==> src/rtl/keypad_pkg.sv <==
// Shared definitions for the keypad scanner: debounce state encoding,
// frame classification and the key-code width helper.
package keypad_pkg;

  // Debounce FSM states
  localparam logic [1:0] ST_RELEASED     = 2'd0;
  localparam logic [1:0] ST_PRESS_WAIT   = 2'd1;
  localparam logic [1:0] ST_PRESSED      = 2'd2;
  localparam logic [1:0] ST_RELEASE_WAIT = 2'd3;

  // Summary of one complete scan frame
  typedef enum logic [1:0] {
    FR_NONE   = 2'd0,
    FR_SINGLE = 2'd1,
    FR_MULTI  = 2'd2
  } frame_class_t;

  // Width of a raw key code, code = col*rows + row
  function automatic int code_w(input int rows, input int cols);
    return (rows * cols > 1) ? $clog2(rows * cols) : 1;
  endfunction

endpackage

==> src/rtl/keypad_key_fifo.sv <==
// Small synchronous key FIFO. Pointers wrap naturally (DEPTH is a power
// of two); a separate occupancy count tells full from empty. A push into a
// full FIFO that is not popping in the same cycle is dropped and flagged.
module keypad_key_fifo #(
  parameter int W     = 4,
  parameter int DEPTH = 4
) (
  input  logic         clk,
  input  logic         rst,
  input  logic         push,
  input  logic [W-1:0] din,
  input  logic         pop,
  output logic [W-1:0] dout,
  output logic         full,
  output logic         empty,
  output logic         drop
);
  localparam int AW = $clog2(DEPTH);

  logic [W-1:0]  mem [DEPTH];
  logic [AW-1:0] wr_ptr, rd_ptr;
  logic [AW:0]   cnt;
  logic          do_push, do_pop;

  assign full    = (cnt == (AW+1)'(DEPTH));
  assign empty   = (cnt == '0);
  assign do_pop  = pop && !empty;
  assign do_push = push && (!full || do_pop);
  assign drop    = push && full && !do_pop;
  assign dout    = empty ? '0 : mem[rd_ptr];

  // Storage array, no reset needed: the head is masked while empty
  always_ff @(posedge clk) begin
    if (do_push) mem[wr_ptr] <= din;
  end

  // Pointers and occupancy
  always_ff @(posedge clk) begin
    if (rst) begin
      wr_ptr <= '0;
      rd_ptr <= '0;
      cnt    <= '0;
    end else begin
      if (do_push) wr_ptr <= wr_ptr + AW'(1);
      if (do_pop)  rd_ptr <= rd_ptr + AW'(1);
      case ({do_push, do_pop})
        2'b10:   cnt <= cnt + (AW+1)'(1);
        2'b01:   cnt <= cnt - (AW+1)'(1);
        default: cnt <= cnt;
      endcase
    end
  end

endmodule

==> src/rtl/keypad_scanner.sv <==
// Matrix keypad scanner: one-hot column drive, synchronised row sampling,
// whole-frame debounce with ghosting rejection, and a key-code FIFO.
// Optional build macro KEYPAD_REPEAT_EN adds auto-repeat of the held key.
module keypad_scanner
  import keypad_pkg::*;
#(
  parameter int FREQ_HZ         = 50000000,
  parameter int ROWS            = 4,
  parameter int COLS            = 4,
  parameter int SCAN_CYCLES     = 2500,
  parameter int DEBOUNCE_FRAMES = 3,
  parameter int FIFO_DEPTH      = 4,
`ifdef KEYPAD_REPEAT_EN
  parameter int REPEAT_DELAY_FRAMES = 100,
  parameter int REPEAT_RATE_FRAMES  = 20,
`endif
  localparam int KW = code_w(ROWS, COLS)
) (
  input  logic            clk,
  input  logic            rst,
  input  logic [ROWS-1:0] filas,
  output logic [COLS-1:0] columnas,
  output logic            key_valid,
  output logic [KW-1:0]   key_code,
  input  logic            key_ready,
  output logic            key_held,
  output logic            overflow,
  input  logic            ovf_clr
);
  localparam int CW = $clog2(COLS);
  localparam int DW = $clog2(SCAN_CYCLES);
  localparam int NW = $clog2(DEBOUNCE_FRAMES + 1);

  logic [ROWS-1:0] filas_m, filas_s;
  logic [CW-1:0]   c;
  logic [DW-1:0]   d;
  logic            sample, frame_end;
  logic [1:0]      acc_cnt, sum_cnt;
  logic [KW-1:0]   acc_code, sum_code;
  frame_class_t    fclass;
  logic            single_held;
  logic [1:0]      st;
  logic [NW-1:0]   n;
  logic [KW-1:0]   cand;
  logic            push_q;
  logic            fifo_full, fifo_empty, fifo_drop;
  logic            unused_full;
  logic [31:0]     unused_freq;

  // FREQ_HZ is informational; full is implied by the drop pulse here
  assign unused_full = fifo_full;
  assign unused_freq = 32'(FREQ_HZ);

  // Two-flop synchroniser for the asynchronous row lines
  always_ff @(posedge clk) begin
    if (rst) begin
      filas_m <= '0;
      filas_s <= '0;
    end else begin
      filas_m <= filas;
      filas_s <= filas_m;
    end
  end

  assign sample    = (d == DW'(SCAN_CYCLES - 1));
  assign frame_end = sample && (c == CW'(COLS - 1));
  assign columnas  = {{(COLS-1){1'b0}}, 1'b1} << c;

  // Column index and dwell counter
  always_ff @(posedge clk) begin
    if (rst) begin
      c <= '0;
      d <= '0;
    end else if (sample) begin
      d <= '0;
      c <= frame_end ? '0 : c + CW'(1);
    end else begin
      d <= d + DW'(1);
    end
  end

  // Fold the current column's rows into the running frame summary
  always_comb begin
    sum_cnt  = acc_cnt;
    sum_code = acc_code;
    for (int r = 0; r < ROWS; r++) begin
      if (filas_s[r]) begin
        sum_cnt  = (sum_cnt == 2'd2) ? 2'd2 : sum_cnt + 2'd1;
        sum_code = KW'(int'(c) * ROWS + r);
      end
    end
  end

  // Frame accumulator, cleared after each frame is classified
  always_ff @(posedge clk) begin
    if (rst) begin
      acc_cnt  <= '0;
      acc_code <= '0;
    end else if (sample) begin
      acc_cnt  <= frame_end ? 2'd0 : sum_cnt;
      acc_code <= frame_end ? '0 : sum_code;
    end
  end

  assign fclass      = (sum_cnt == 2'd0) ? FR_NONE :
                       (sum_cnt == 2'd1) ? FR_SINGLE : FR_MULTI;
  assign single_held = (fclass == FR_SINGLE) && (sum_code == cand);

`ifdef KEYPAD_REPEAT_EN
  localparam int RMAX = (REPEAT_DELAY_FRAMES > REPEAT_RATE_FRAMES) ?
                        REPEAT_DELAY_FRAMES : REPEAT_RATE_FRAMES;
  localparam int RW   = $clog2(RMAX + 1);

  logic [RW-1:0] rep_cnt;
  logic          rep_rate;
  int            rep_thr;
  logic          rep_due;

  assign rep_thr = rep_rate ? REPEAT_RATE_FRAMES : REPEAT_DELAY_FRAMES;
  assign rep_due = (int'(rep_cnt) + 1) >= rep_thr;
`endif

  // Debounce FSM, advanced once per frame; push is registered so key_held
  // leads key_valid by one clock
  always_ff @(posedge clk) begin
    if (rst) begin
      st     <= ST_RELEASED;
      n      <= '0;
      cand   <= '0;
      push_q <= 1'b0;
`ifdef KEYPAD_REPEAT_EN
      rep_cnt  <= '0;
      rep_rate <= 1'b0;
`endif
    end else begin
      push_q <= 1'b0;
      if (frame_end) begin
        case (st)
          ST_RELEASED: begin
            if (fclass == FR_SINGLE) begin
              cand <= sum_code;
              n    <= NW'(1);
              if (DEBOUNCE_FRAMES == 1) begin
                st     <= ST_PRESSED;
                push_q <= 1'b1;
`ifdef KEYPAD_REPEAT_EN
                rep_cnt  <= '0;
                rep_rate <= 1'b0;
`endif
              end else begin
                st <= ST_PRESS_WAIT;
              end
            end
          end
          ST_PRESS_WAIT: begin
            if (single_held) begin
              if (n + NW'(1) == NW'(DEBOUNCE_FRAMES)) begin
                st     <= ST_PRESSED;
                push_q <= 1'b1;
`ifdef KEYPAD_REPEAT_EN
                rep_cnt  <= '0;
                rep_rate <= 1'b0;
`endif
              end else begin
                n <= n + NW'(1);
              end
            end else begin
              st <= ST_RELEASED;
            end
          end
          ST_PRESSED: begin
            if (fclass == FR_NONE) begin
              n  <= NW'(1);
              st <= (DEBOUNCE_FRAMES == 1) ? ST_RELEASED : ST_RELEASE_WAIT;
            end
`ifdef KEYPAD_REPEAT_EN
            else if (single_held) begin
              if (rep_due) begin
                push_q   <= 1'b1;
                rep_cnt  <= '0;
                rep_rate <= 1'b1;
              end else begin
                rep_cnt <= rep_cnt + RW'(1);
              end
            end
`endif
          end
          default: begin
            if (fclass != FR_NONE) begin
              st <= ST_PRESSED;
            end else if (n + NW'(1) == NW'(DEBOUNCE_FRAMES)) begin
              st <= ST_RELEASED;
            end else begin
              n <= n + NW'(1);
            end
          end
        endcase
      end
    end
  end

  assign key_held  = (st == ST_PRESSED) || (st == ST_RELEASE_WAIT);
  assign key_valid = !fifo_empty;

  keypad_key_fifo #(
    .W     (KW),
    .DEPTH (FIFO_DEPTH)
  ) u_fifo (
    .clk   (clk),
    .rst   (rst),
    .push  (push_q),
    .din   (cand),
    .pop   (key_valid && key_ready),
    .dout  (key_code),
    .full  (fifo_full),
    .empty (fifo_empty),
    .drop  (fifo_drop)
  );

  // Sticky overflow; a drop in the same cycle beats the clear
  always_ff @(posedge clk) begin
    if (rst)            overflow <= 1'b0;
    else if (fifo_drop) overflow <= 1'b1;
    else if (ovf_clr)   overflow <= 1'b0;
  end

endmodule

==> config.mk <==
export PLATFORM = sky130hd
export DESIGN_NAME = keypad_scanner
export DESIGN_NICKNAME = d
export VERILOG_FILES = /design/src/rtl/keypad_pkg.sv /design/src/rtl/keypad_key_fifo.sv /design/src/rtl/keypad_scanner.sv
export SDC_FILE = /design/constraint.sdc
export NUM_CORES = 1
export LEC_CHECK = 0
export ABC_AREA = 1
export CORE_MARGIN = 2
export CORE_UTILIZATION = 30
export CTS_BUF_LIST = sky130_fd_sc_hd__clkbuf_2
export CTS_CLUSTER_DIAMETER = 150
export DETAILED_ROUTE_END_ITERATION = 10
export PLACE_DENSITY = 0.45
export SETUP_SLACK_MARGIN = 0.1
export SYNTH_ARGS = -nofsm -noshare
export SYNTH_HDL_FRONTEND = slang
export SYNTH_HIERARCHICAL = 1
export SYNTH_SLANG_ARGS = --single-unit
export TNS_END_PERCENT = 20
==> constraint.sdc <==
create_clock -name clk -period 3.73 [get_ports clk]
set_input_delay 0.373 -clock clk [delete_from_list [all_inputs] [get_ports clk]]
set_output_delay 0.373 -clock clk [all_outputs]
set_load 0.05 [all_outputs]
# After elaboration in Yosys (flattened, before gate mapping)
# Memory sizes are Yosys's and may differ from the RTL's. A register that Yosys moved wholly into a read port is not among the register bits.
# Cells that the tools add are included.
# totals
regBits	45
mem_bits_rw	16
in_bits	8
out_inout_bits	11
elab_cells	117
memories	1
# classes
addsub	14
eq_ne	21
shift	1
n_mux	38
n_bitwise	3
n_reduce_logical	25
# memory_table
name	words	word_bits	rd	rd_ports_with_merged_regs	write_ports	line_no	source
u_fifo.mem	4	4	1	1	1	keypad_key_fifo.sv:20	logic [W-1:0] mem [DEPTH];
# ops
operator	n
$mux 2	24
$mux 4	6
$eq 2x2->1 const B	9
$add 2x1->2 const B	8
$add 12x1->12 const B	1
$eq 12x12->1 const B	1
$pmux 2 s3	2
$reduce_and 5->1	2
$add 4x2->4 const B	2
$eq 2x1->1 const B	4
$logic_and 1x1->1	7
$logic_not 2->1	3
$ne 2x2->1 const B	3
$pmux 3 s2	1
$reduce_bool 2->1	3
$mux 1	5
$reduce_bool 5->1	1
$add 4x1->4 const B	1
$eq 4x4->1	1
$ne 4x1->1 const B	1
$reduce_or 4->1	1
$shl 1x2->4 const A	1
$add 3x1->3 const B	1
$eq 3x3->1 const B	1
other kinds (8)	13

# Longest topological paths before layout
# Gate-level depths: netlist of the first run.
# logic_depth
ltp_word	19
mapped_depth	24
ltp_nobuf	24

# By module
# The synthesis of the first run kept the hierarchy.
# by_module_without_submodules
mod	instances	cells_each	area_per_inst_um2	seq_area_each_um2
keypad_scanner	1	318	2180.8	760.7
keypad_key_fifo	1	123	1143.6	660.6

# Least setup slack after synthesis of the first run
# Ideal clock, no wire load.
# synth_path
path_kind	register to register
startpoint	register acc_cnt[0]
endpoint	register st[1]
setup_ns	0.113
arrival_time_ns	2.415
required_time_ns	3.617
slack_ns	1.202
stages_incl_launch_ff	24
path_buffers	0
synth_period_minus_slack_ns	2.528
cell_sequence	dfxtp_1 > inv_1 > ha_1 > inv_1 > nand2_1 > nand2_2 > nand2_2 > nand2_1 > nand2_2 > nor2_1 > xor2_1 > ha_1 > nand2_1 > nand2_1 > inv_1 > nand2_1 > nor2_4 > nand3_1 > nand2_1 > nand2_2 > nand2_2 > nand2_1 > nand2_1 > nor2_1
# synth_between
elab_chain_len	19
elab_cells_between_ends	32
classes_between	add/sub: 4; eq/ne: 9; mux: 13; reduce/logical: 6
# synth_rtl
item	line_no	source
from (decl)	keypad_scanner.sv:38	logic [1:0] acc_cnt, sum_cnt;
from (signal assigned)	keypad_scanner.sv:100	acc_cnt <= frame_end ? 2'd0 : sum_cnt;
$add 2x1->2 / $eq 2x2->1 (equally long branches)	keypad_scanner.sv:88	sum_cnt = (sum_cnt == 2'd2) ? 2'd2 : sum_cnt + 2'd1;
$mux 2	keypad_scanner.sv:88	
$mux 2 *	keypad_scanner.sv:87	if (filas_s[r]) begin
$add 2x1->2 / $eq 2x2->1 (equally long branches)	keypad_scanner.sv:88	
$mux 2	keypad_scanner.sv:88	
$mux 2 *	keypad_scanner.sv:87	
$add 2x1->2 / $eq 2x2->1 (equally long branches)	keypad_scanner.sv:88	
$mux 2	keypad_scanner.sv:88	
[3 not listed]	-	
$mux 2 *	keypad_scanner.sv:87	
$eq 2x1->1	keypad_scanner.sv:106	(sum_cnt == 2'd1) ? FR_SINGLE : FR_MULTI;
$mux 2	keypad_scanner.sv:106	
$mux 2 *	keypad_scanner.sv:105	assign fclass = (sum_cnt == 2'd0) ? FR_NONE :
$eq 2x1->1	keypad_scanner.sv:107, keypad_scanner.sv:140	
$logic_and 1x1->1	keypad_scanner.sv:107	assign single_held = (fclass == FR_SINGLE) && (sum_code == cand);
$ne 3x3->1 (no line) / $mux 2 (equally long branches)	-	
$reduce_and 5->1 (no line) / $pmux 2 s3 (equally long branches)	-	
to (signal assigned)	keypad_scanner.sv:174	st <= (DEBOUNCE_FRAMES == 1) ? ST_RELEASED : ST_RELEASE_WAIT;
to (decl)	keypad_scanner.sv:42	logic [1:0] st;
# Mark *: on every way between the ends. The rest lies on a longest branch, timed or not.
# A chain may end at the register's enable or synchronous reset.

# Worst setup path after layout of the first run
# layout_path
startpoint	register acc_cnt[0]
endpoint	register n[1]
# layout_between
elab_chain_len	19
elab_cells_between_ends	29
classes_between	add/sub: 4; eq/ne: 10; mux: 10; reduce/logical: 5
# layout_rtl
item	line_no	source
$add 2x1->2 / $eq 2x2->1 (equally long branches)	keypad_scanner.sv:88	
$mux 2	keypad_scanner.sv:88	
$mux 2 *	keypad_scanner.sv:87	
$add 2x1->2 / $eq 2x2->1 (equally long branches)	keypad_scanner.sv:88	
$mux 2	keypad_scanner.sv:88	
$mux 2 *	keypad_scanner.sv:87	
$add 2x1->2 / $eq 2x2->1 (equally long branches)	keypad_scanner.sv:88	
$mux 2	keypad_scanner.sv:88	
[3 not listed]	-	
$mux 2 *	keypad_scanner.sv:87	
$eq 2x1->1	keypad_scanner.sv:106	
$mux 2	keypad_scanner.sv:106	
$mux 2 *	keypad_scanner.sv:105	
$eq 2x1->1	keypad_scanner.sv:107, keypad_scanner.sv:140	
$logic_and 1x1->1	keypad_scanner.sv:107	
$ne 2x2->1 (no line)	-	
$reduce_and 5->1 (no line) *	-	
to (signal assigned)	keypad_scanner.sv:165	n <= n + NW'(1);
to (signal assigned)	keypad_scanner.sv:194	n <= n + NW'(1);
to (decl)	keypad_scanner.sv:43	logic [NW-1:0] n;
# Marked as above.

==> impl_summary.log, run 1 <==
[metrics] Post-CTS Setup Inserts: 0
[metrics] std cell rows: 38
[metrics] Nets: 492
[metrics] drc violations: 0
[metrics] Clk pin slew, worst setup/hold paths: between 0.15 and 0.2 ns
[metrics] setup ws final: between 0.9 and 1 ns
[metrics] remaining number of nets flagged by the antenna check after routing: 0
[metrics] filler instances: roughly 1,200
[metrics] crit-path most repeated cell: sky130_fd_sc_hd__nand2_1
[metrics] Reg2Reg Launch Point: acc_cnt[0]
[metrics] sequence of cells on the critical path: inv_1, ha_1, inv_1, nand2_1, nand2_2, nand2_2, nand2_1, nand2_2, nor2_1, xor2_1, ha_1, nand2_1, nand2_1, a21oi_4, nand2_2, nand2_1, nand2_1, nand2_1, nand3_1, nand2_1, nand2_1, nor2_1
[metrics] first-pass GRT wire length: 11,300 um
[metrics] buffer depth of the longest clock path: 2
[metrics] cells on worst reg2reg path: 22
[metrics] mean number of vias per cell: 4.33
[metrics] run status: finished, final reports clean
[metrics] count of max-cap constraint violations: 0
[metrics] Std-Cell Core Area: 10,800 um2
[metrics] final sum of negative setup slack: 0 ns
[metrics] Max Transition Viols Final: 0
[metrics] overall via count from detail_route: roughly 2,600
[metrics] gp weighted congestion: ~0.76
[metrics] detailed-placement wirelength estimate: between 4000 and 5000 um
[metrics] die footprint: around 12,000 um2
[metrics] clock net sink count: 63
[metrics] largest net degree at the start of global routing: 17
[metrics] overall die width: between 100 and 150 um
[metrics] startpoint of the most critical hold path: filas[0]
[metrics] crit path capture type: flip-flop
[metrics] register cell area after layout: about 1400 um2
[metrics] destination of the worst register-to-register timing path: n[1]
[metrics] antenna diode count: 0
[metrics] number of cells on the worst hold path: 3
[metrics] most common library cell in the layout ignoring fill and taps: sky130_fd_sc_hd__nand2_1
[metrics] syn avg cell area: between 7 and 8 um2
[metrics] Setup-failing EPs final: 0
[metrics] Mapped Area: between 3000 and 4000 um2
[metrics] Mapped Cells: 440
[metrics] unrepaired setup endpoints after global routing: no
[metrics] Inserted Clock Buffers: 9
[metrics] slew at the pin with the worst max-slew slack: about 0.54 ns
[metrics] slowest stage cell on the critical path: sky130_fd_sc_hd__dfxtp_1
[metrics] classification of the worst-slack hold path: primary input to flip-flop
[metrics] IO Port Bufs: 18
[metrics] count of routing violations after the opening detailed-route iteration: 82
[metrics] CTS tree: built
[metrics] critical path capture point: n[1]
[metrics] # hold bufs at CTS: 0
[metrics] antenna violations before repair: 0
[metrics] area used by multi-input combinational logic: around 1600 um2
[metrics] start-to-end type of the worst setup path: flip-flop to flip-flop
[metrics] endpoint arrival time on the critical path: ~3.3 ns
[metrics] # IOs: 19
[metrics] category of the worst setup path launch point: flip-flop
[metrics] maximum fanout along the worst path: 4
[metrics] worst setup path startpoint: acc_cnt[0]
[metrics] Pre-Repair DR Iteration Count: 4
[metrics] headroom to the max-slew limit: 64.0%
[metrics] Finished Cell Area: 3780 um2
[metrics] final critical-path share of the clock period: about three quarters
[metrics] overall die height: ~110 um
[metrics] worst stage delay on the critical path: a little over 0.4 ns
[metrics] P per Cell Area: about 340 nW/um2
[metrics] pre-CTS WS: ~0.94 ns
[metrics] worst hold margin: 0.360 ns
[metrics] commonest non-fill, non-tap cells in the layout: sky130_fd_sc_hd__nand2_1 (82), sky130_fd_sc_hd__inv_1 (74), sky130_fd_sc_hd__nor2_1 (67)
[metrics] aggregate global routing overflow: 0
[metrics] Peak Freq: ~0.36 GHz
[metrics] Post-Synthesis Net Count: roughly 470
[metrics] WP data required: between 4 and 5 ns
[metrics] area added between synthesis and finish: 13.9%
[metrics] Final Hold Viols: 0
[metrics] register-to-register path setup slack: between 0.9 and 1 ns
[metrics] placed standard-cell area: 3650 um2
[metrics] WL/cell: about 11 um
[metrics] count of instances resized after the clock tree is built: 0
[metrics] maximum level of the CTS H-tree: 3
[metrics] starting density of the core: between 30% and 40%
[metrics] clock root buffer: sky130_fd_sc_hd__clkbuf_2
[metrics] Yosys warning total: 6
[metrics] fraction of final layout cells with drive strength greater than 1: 11.1%
[metrics] Min Clock Period, post-route: ~2.8 ns
[metrics] Routed WL: 6570 um
[metrics] worst ir drop on vdd: 0.193 mV
[metrics] GRT Util Overall: roughly 12%
[metrics] vias in the first global route: approximately 2,500
[metrics] Clock Skews: about 0.015 ns
[metrics] clock network latency to the later pin of the worst-skew pair: around 0.5 ns
[metrics] Static Leakage: around 1.6 nW
==> final cells by class <==
| type | count | share of cell area (%) |
|---|---|---|
| well taps | 140 | 4.63 |
| flip-flops and latches | 63 | 37.6 |
| multi-input cells | 292 | 41.3 |
| inverters | 80 | 8.01 |
| repair buffers | 19 | 4.96 |
| clock buffers | 10 | 1.32 |
| clock inverters | 6 | 2.22 |
==> worst max-delay path: cells and delay by family, from the launching register on <==
kind	cells	cell delay [ns]
simple gates	16	1.29
fa+ha+maj	2	0.56
flops	1	0.41
xor+xnor	1	0.15
buf+inv	2	0.16
compound gates	1	0.19
==> sequential cells by signal (all words and copies together) (netlist names), 3 cells and up, named ones only <==
name and count:
u_fifo/mem 16, filas_m 4, filas_s 4, cand 4, u_fifo/cnt 3, acc_code 4
d 12
==> stage by stage <==
step                std cells  total power [mW]  util, %
detailed placement        594             0.811     33.6
global placement          594             0.811     33.6
global route              610              1.35     34.9
finish                    610              1.28     34.9
CTS                       610              1.31     34.9
floorplan                 440             0.788        -
==> routing by layer <==
metal	GRT usage (%)	share of wire, %	up-vias
li1	-	-	1436
met4	5.97	2.5	0
met5	0	0	-
met3	3.23	3.3	11
met2	20.5	47	32
met1	14.4	47	1160
==> how the worst min path moves through the flow <==
stage | slack (ns) | end
after floorplan | 0.39 | filas_s[0]
after global placement | 0.39 | filas_s[0]
after detailed placement | 0.39 | filas_s[1]
after CTS | 0.28 | filas_m[0]
after global routing | 0.32 | filas_m[0]
final | 0.36 | filas_m[0]
==> where the power goes <==
part | total, mW | switching, mW | internal (mW)
Clock | 0.485 | 0.261 | 0.224
Combinational | 0.0869 | 0.0554 | 0.0315
Sequential | 0.709 | 0.00508 | 0.704
Total | 1.28 | 0.322 | 0.959
(Power assumes the default switching activity.)
==> inputs of run 2 (changes only) <==
clock period = 2.66 ns   (was 3.73 ns; I/O delays follow)
==> impl_summary.log, run 2 (synthesis gave the netlist of run 1 again) <==
[metrics] std cell rows: 38 (unchanged)
[metrics] Final Total Pwr: 1.92 mW (+50%)
[metrics] drc violations: 0 (unchanged)
[metrics] register-to-register path setup slack: 0.12 ns (-0.80 ns)
[metrics] largest net degree at the start of global routing: 16 (-1)
[metrics] commonest non-fill, non-tap cells in the layout: sky130_fd_sc_hd__inv_1 (69), sky130_fd_sc_hd__nand2_1 (69), sky130_fd_sc_hd__nor2_1 (64)
[metrics] Std-Cell Core Area: 10,800 um2 (unchanged)
[metrics] count of routing violations after the opening detailed-route iteration: 36 (-56%)
[metrics] unrepaired setup endpoints after global routing: yes
[metrics] largest registers: u_fifo/mem (16), d (12)
[metrics] Setup-failing EPs final: 0 (unchanged)
[metrics] flip-flop count of the largest register after layout: 16 (unchanged)
[metrics] WP data required: 3.08 ns (-1.11 ns)
[metrics] antenna diode count: 0 (unchanged)
[metrics] Max Transition Viols Final: 0 (unchanged)
[metrics] sequence of cells on the critical path: inv_2, ha_4, inv_4, nand2_4, nand2_4, buf_6, nand2_2, nand2_2, xor2_2, ha_4, or2_2, nand2_4, buf_12, nor2_4, nor2_1, nor2_4, nand3_2, nand2_1, nand2_1, nor2_1
[metrics] overall die height: 109 um (unchanged)
[metrics] buffer depth of the longest clock path: 2 (unchanged)
[metrics] Clk pin slew, worst setup/hold paths: 0.17 ns (about the same)
[metrics] mean number of vias per cell: 4.37 (+0.96%)
[metrics] aggregate global routing overflow: 0 (unchanged)
[metrics] sequential share of power: 51.9% (-3.4 points)
[metrics] filler instances: 1,144 (-2.7%)
[metrics] endpoint arrival time on the critical path: 2.96 ns (-0.31 ns)
[metrics] slowest stage cell on the critical path: sky130_fd_sc_hd__dfxtp_2
[metrics] CTS tree: built
[metrics] worst path buffer plus inverter count: 4 (+2)
[metrics] Clock Skews: 0.0166 ns (+0.00167 ns)
[metrics] starting density of the core: 30.6% (unchanged)
[metrics] destination of the worst register-to-register timing path: n[1]
[metrics] cell internal pwr: 1.46 mW (+52%)
[metrics] area added between synthesis and finish: 23.2%
[metrics] # IOs: 19 (unchanged)
[metrics] start-to-end type of the worst setup path: flip-flop to flip-flop
[metrics] critical path capture point: n[1]
[metrics] Nets: 505 (+2.6%)
[metrics] cells on worst reg2reg path: 20 (-9.1%)
[metrics] die footprint: 11,900 um2 (unchanged)
[metrics] crit-path most repeated cell: sky130_fd_sc_hd__nand2_4
[metrics] category of the worst setup path launch point: flip-flop
[metrics] count of max-cap constraint violations: 0 (unchanged)
[metrics] share of total power consumed by net switching: 23.7% (-1.4 points)
[metrics] clock root buffer: sky130_fd_sc_hd__clkbuf_2
[metrics] Finished Cell Area: 4090 um2 (+8.1%)
[metrics] Reg2Reg Launch Point: acc_cnt[1]
[metrics] fraction of final layout cells with drive strength greater than 1: 20.3% (+9.2 points)
[metrics] total number of cells along the worst setup path: 20 (-9.1%)
[metrics] first-pass GRT wire length: 11,600 um (+3.1%)
[metrics] final sum of negative setup slack: 0 ns (unchanged)
[metrics] overall via count from detail_route: 2,721 (+3.1%)
[metrics] gp weighted congestion: 0.808 (+6.8%)
[metrics] largest reg by FF count: u_fifo/mem
[metrics] Min Clock Period, post-route: 2.54 ns (-0.273 ns)
[metrics] headroom to the max-slew limit: 65.9% (+1.9 points)
[metrics] clock network latency to the later pin of the worst-skew pair: 0.50 ns (about the same)
[metrics] Final Hold Viols: 0 (unchanged)
[metrics] Pre-Repair DR Iteration Count: 4 (unchanged)
[metrics] IO Port Bufs: 18 (unchanged)
[metrics] switching power total: 0.455 mW (+41%)
[metrics] antenna violations before repair: 0 (unchanged)
[metrics] Inserted Clock Buffers: 9 (unchanged)
[metrics] clock share of power: 39.7% (+1.8 points)
[metrics] cell type group with the largest total delay on the critical path: simple AND/OR/NAND/NOR gates
[metrics] slew at the pin with the worst max-slew slack: 0.511 ns (-0.0280 ns)
[metrics] GRT Util Overall: 12.8% (+0.56 points)
[metrics] worst stage delay on the critical path: 0.37 ns (-0.04 ns)
[metrics] final critical-path share of the clock period: 95.5% (+20 points)
[metrics] Routed WL: 6860 um (+4.5%)
[metrics] WL/cell: 11.0 um (+2.3%)
[metrics] vias in the first global route: 2,629 (+5.3%)
[metrics] classification of the worst-slack hold path: primary input to flip-flop
[metrics] crit path capture type: flip-flop
[metrics] run status: finished, final reports clean
[metrics] maximum fanout along the worst path: 3 (-1)
[metrics] detailed-placement wirelength estimate: 5150 um (+4.9%)
[metrics] maximum level of the CTS H-tree: 3 (unchanged)
[metrics] remaining number of nets flagged by the antenna check after routing: 0 (unchanged)
[metrics] Peak Freq: 0.394 GHz (+11%)
[metrics] worst setup path startpoint: acc_cnt[1]
[metrics] Static Leakage: 1.78 nW (+12%)
[metrics] Logic pwr share: 8.4% (+1.6 points)
[metrics] placed standard-cell area: 3680 um2 (+0.82%)
[metrics] worst ir drop on vdd: 0.274 mV (+42%)
[metrics] clock net sink count: 63 (unchanged)
[metrics] overall die width: 109 um (unchanged)
[metrics] P per Cell Area: 469 nW/um2 (+38%)
run 2: how the worst min path moves through the flow:
stage | from | to | cells after the start
floorplan | rst | flip-flop | 1
global placement | filas_m[2] | filas_s[2] | 2
detailed placement | filas_m[0] | filas_s[0] | 2
CTS | filas[0] | filas_m[0] | 3
global route | filas[0] | filas_m[0] | 3
finish | filas[0] | filas_m[0] | 3
run 2: worst min-delay path, delay by kind of cell:
kind / cells / cell delay [ns]
buffers and inverters: 2 / 0.44
AND/OR/NAND/NOR: 1 / 0.03
run 2: layout make-up:
cell class	instances	area, um2	area share (%)
inverters	80	305	7.47
well taps	140	175	4.28
repair buffers	32	318	7.77
clock buffers	10	50.0	1.22
clock inverters	6	109	2.66
multi-input cells	292	1710	41.7
flip-flops and latches	63	1430	34.9
run 2: power groups by stage:
stage	clock network (mW)	registers (mW)	logic (mW)
after global routing	0.834	0.997	0.180
after global placement	0	1.01	0.123
after detailed placement	0	1.01	0.125
final	0.760	0.995	0.161
after floorplan	0	1.01	0.0926
after CTS	0.800	0.995	0.143
run 2: through the flow:
| stage | hold WS [ns] | util [%] | setup slack [ns] | instances |
|---|---|---|---|---|
| 4_1_cts | 0.197 | 36.5 | 0.0755 | 619 |
| 3_3_place_gp | 0.392 | 33.9 | 0.0241 | 598 |
| 2_1_floorplan | 0.344 | - | 0.132 | 440 |
| 6_report | 0.260 | 37.7 | 0.120 | 623 |
| 3_5_place_dp | 0.394 | 33.9 | 0.00997 | 598 |
| 5_1_grt | 0.189 | 37.7 | -0.0495 | 623 |
run 2: what timing repair did:
item | CTS | global route
setup endpoints to repair | 13 | 14
pin swaps | 15 | 10
hold buffers | 0 | 0
gates resized for setup | 21 | 34
setup buffers | 5 | 4
run 2: layer usage:
metal / track usage (%) / routed length, um / up-vias
li1: - / - / 1461
met1: 13.4 / 3060 / 1223
met2: 23.6 / 3490 / 25
met3: 3.65 / 198 / 12
met4: 5.33 / 110 / 0
met5: 0 / 0 / -
==> inputs of run 3 (changes only) <==
PLACE_DENSITY = not set   (was 0.45)
==> impl_summary.log, run 3 (synthesis gave the netlist of run 1 again) <==
[metrics] largest reg by FF count: u_fifo/mem
[metrics] Routed WL: 6860 um (unchanged)
[metrics] crit path capture type: flip-flop
[metrics] Min Clock Period, post-route: 2.56 ns (+0.0182 ns)
[metrics] aggregate global routing overflow: 0 (unchanged)
[metrics] detailed-placement wirelength estimate: 4930 um (-4.3%)
[metrics] maximum level of the CTS H-tree: 3 (unchanged)
[metrics] worst setup path startpoint: acc_cnt[0]
[metrics] register-to-register path setup slack: 0.10 ns (-0.02 ns)
[metrics] P per Cell Area: 411 nW/um2 (-12%)
[metrics] endpoint arrival time on the critical path: 3.02 ns (+0.06 ns)
[metrics] Cell Count Post-Placement: 598 (unchanged)
[metrics] maximum fanout along the worst path: 4 (+1)
[metrics] Nets: 506 (+0.20%)
[metrics] overall die height: 109 um (unchanged)
[metrics] flip-flop count of the largest register after layout: 16 (unchanged)
[metrics] Inserted Clock Buffers: 9 (unchanged)
[metrics] worst hold margin: 0.263 ns (+0.00218 ns)
[metrics] commonest non-fill, non-tap cells in the layout: sky130_fd_sc_hd__inv_1 (69), sky130_fd_sc_hd__nand2_1 (68), sky130_fd_sc_hd__nor2_1 (62)
[metrics] most common library cell in the layout ignoring fill and taps: sky130_fd_sc_hd__inv_1
[metrics] antenna diode count: 0 (unchanged)
[metrics] worst ir drop on vdd: 0.185 mV (-32%)
[metrics] sequential share of power: 60.0% (+8.1 points)
[metrics] classification of the worst-slack hold path: primary input to flip-flop
[metrics] category of the worst setup path launch point: flip-flop
[metrics] starting density of the core: 30.6% (unchanged)
[metrics] count of routing violations after the opening detailed-route iteration: 107 (+200%)
[metrics] Pre-Repair DR Iteration Count: 6 (+2)
[metrics] filler instances: 1,120 (-2.1%)
[metrics] fraction of final layout cells with drive strength greater than 1: 21.1% (+0.78 points)
[metrics] remaining number of nets flagged by the antenna check after routing: 0 (unchanged)
[metrics] destination of the worst register-to-register timing path: st[1]
[metrics] vias in the first global route: 2,731 (+3.9%)
[metrics] area added between synthesis and finish: 21.6%
[metrics] final critical-path share of the clock period: 96.2% (+0.68 points)
[metrics] worst stage delay on the critical path: 0.38 ns (about the same)
[metrics] IO Port Bufs: 18 (unchanged)
[metrics] WL/cell: 11.0 um (-0.16%)
[metrics] std cell rows: 38 (unchanged)
[metrics] buffer depth of the longest clock path: 2 (unchanged)
[metrics] overall die width: 109 um (unchanged)
[metrics] cell type group with the largest total delay on the critical path: simple AND/OR/NAND/NOR gates
[metrics] unrepaired setup endpoints after global routing: yes
[metrics] crit-path most repeated cell: sky130_fd_sc_hd__nand2_4
[metrics] mean number of vias per cell: 4.46 (+2.2%)
[metrics] cell internal pwr: 1.18 mW (-19%)
[metrics] overall via count from detail_route: 2,786 (+2.4%)
[metrics] fin util: 37.2% (-0.48 points)
[metrics] WP data required: 3.12 ns (+0.04 ns)
[metrics] cells on worst reg2reg path: 22 (+10%)
[metrics] clock net sink count: 63 (unchanged)
[metrics] largest registers: u_fifo/mem (16), d (12)
[metrics] Peak Freq: 0.391 GHz (-0.71%)
[metrics] GRT Util Overall: 12.3% (-0.41 points)
[metrics] CTS tree: built
[metrics] Clk pin slew, worst setup/hold paths: 0.20 ns (+0.03 ns)
[metrics] Final Hold Viols: 0 (unchanged)
[metrics] run status: finished, final reports clean
[metrics] first-pass GRT wire length: 11,700 um (+0.71%)
[metrics] worst path buffer plus inverter count: 3 (-1)
[metrics] total number of cells along the worst setup path: 22 (+10%)
[metrics] die footprint: 11,900 um2 (unchanged)
[metrics] clock root buffer: sky130_fd_sc_hd__clkbuf_2
[metrics] antenna violations before repair: 0 (unchanged)
[metrics] clock share of power: 30.3% (-9.4 points)
[metrics] Reg2Reg Launch Point: acc_cnt[0]
[metrics] share of total power consumed by net switching: 29.1% (+5.4 points)
[metrics] start-to-end type of the worst setup path: flip-flop to flip-flop
[metrics] slew at the pin with the worst max-slew slack: 0.529 ns (+0.0176 ns)
[metrics] Final Total Pwr: 1.66 mW (-13%)
[metrics] Logic pwr share: 9.8% (+1.4 points)
[metrics] Std-Cell Core Area: 10,800 um2 (unchanged)
[metrics] slowest stage cell on the critical path: sky130_fd_sc_hd__dfxtp_2
[metrics] sequence of cells on the critical path: inv_2, ha_4, inv_4, nand2_4, nand2_4, nand2_4, nand2_4, nand2_4, nor2_4, xor2_2, ha_4, nand2_2, nand2_2, a21oi_4, nand2_2, nand2_1, nand3_2, inv_2, nand2_2, nand2_1, nand2_1, nor2_1
[metrics] Max Transition Viols Final: 0 (unchanged)
[metrics] Static Leakage: 1.75 nW (-1.9%)
[metrics] switching power total: 0.484 mW (+6.3%)
[metrics] clock network latency to the later pin of the worst-skew pair: 0.50 ns (about the same)
[metrics] Setup-failing EPs final: 0 (unchanged)
[metrics] count of max-cap constraint violations: 0 (unchanged)
[metrics] largest net degree at the start of global routing: 17 (+1)
[metrics] Post-Layout Cell Count: 624 (+0.16%)
[metrics] # IOs: 19 (unchanged)
[metrics] critical path capture point: st[1]
[metrics] headroom to the max-slew limit: 64.7% (-1.2 points)
[metrics] drc violations: 0 (unchanged)
[metrics] Clock Skews: 0.0264 ns (+0.00977 ns)
[metrics] gp weighted congestion: 0.783 (-3.1%)
## run 3: changes by cell type in the layout (fill, tap and decap cells not counted), moves of 2 or more
cell                        previous run  this run
sky130_fd_sc_hd__buf_4                10        12
sky130_fd_sc_hd__bufinv_16             3         0
sky130_fd_sc_hd__inv_6                 0         2
sky130_fd_sc_hd__nand3_2              10         8
sky130_fd_sc_hd__nand3_4               0         2
sky130_fd_sc_hd__nor2_1               64        62
sky130_fd_sc_hd__nor2_2                5         7
sky130_fd_sc_hd__o21ai_0              17        21
sky130_fd_sc_hd__o21ai_1               4         0
## run 3: timing repair
item / CTS / global route
hold buffers: 0 / 0
hold endpoints to repair: 0 / 0
endpoints found under the setup margin: 10 / 14
pin swaps: 15 / 20
setup buffers: 3 / 7
resized for setup: 16 / 41
## run 3: layer usage
layer | track usage (%) | routed length, um | vias to the layer above
li1 | - | - | 1465
met1 | 13.9 | 3020 | 1277
met2 | 22.4 | 3540 | 36
met3 | 3.23 | 228 | 8
met4 | 4.52 | 70 | 0
met5 | 0 | 0 | -
## run 3: how the worst min path moves through the flow
stage | start | endpoint | cells after the start
final | filas[0] | filas_m[0] | 3
after global routing | filas[2] | filas_m[2] | 3
after CTS | filas[0] | filas_m[0] | 3
after detailed placement | filas_m[0] | filas_s[0] | 2
after global placement | filas_m[0] | filas_s[0] | 2
after floorplan | rst | flip-flop | 1
## run 3: metrics by stage
| step | setup TNS (ns) | setup WS [ns] | cell area [um2] |
|---|---|---|---|
| 3_5_place_dp | 0 | 0.00613 | 3680 |
| 6_report | 0 | 0.102 | 4040 |
| 4_1_cts | 0 | 0.0869 | 3840 |
| 2_1_floorplan | 0 | 0.132 | 3320 |
| 3_3_place_gp | 0 | 0.0569 | 3680 |
| 5_1_grt | -0.277 | -0.0814 | 4040 |
## run 3: power groups by stage
stage | registers [mW] | clock network (mW) | logic [mW]
floorplan | 1.01 | 0 | 0.0926
global placement | 1.01 | 0 | 0.121
detailed placement | 1.01 | 0 | 0.124
CTS | 0.995 | 0.529 | 0.136
global route | 0.998 | 0.563 | 0.180
finish | 0.996 | 0.503 | 0.162
## run 3: final cells by class
cell class	count	area [um2]	share of cell area (%)
Multi-Input combinational cell	292	1730	42.7
Clock buffer	9	45.0	1.12
Tap cell	140	175	4.34
Timing Repair Buffer	33	313	7.75
Clock inverter	7	47.5	1.18
Inverter	80	305	7.56
Sequential cell	63	1430	35.3
## run 3: tightest hold or removal path: stages
cell and delay, ns:
sky130_fd_sc_hd__clkdlybuf4s50_1 0.39, sky130_fd_sc_hd__inv_1 0.05, sky130_fd_sc_hd__nor2_1 0.03
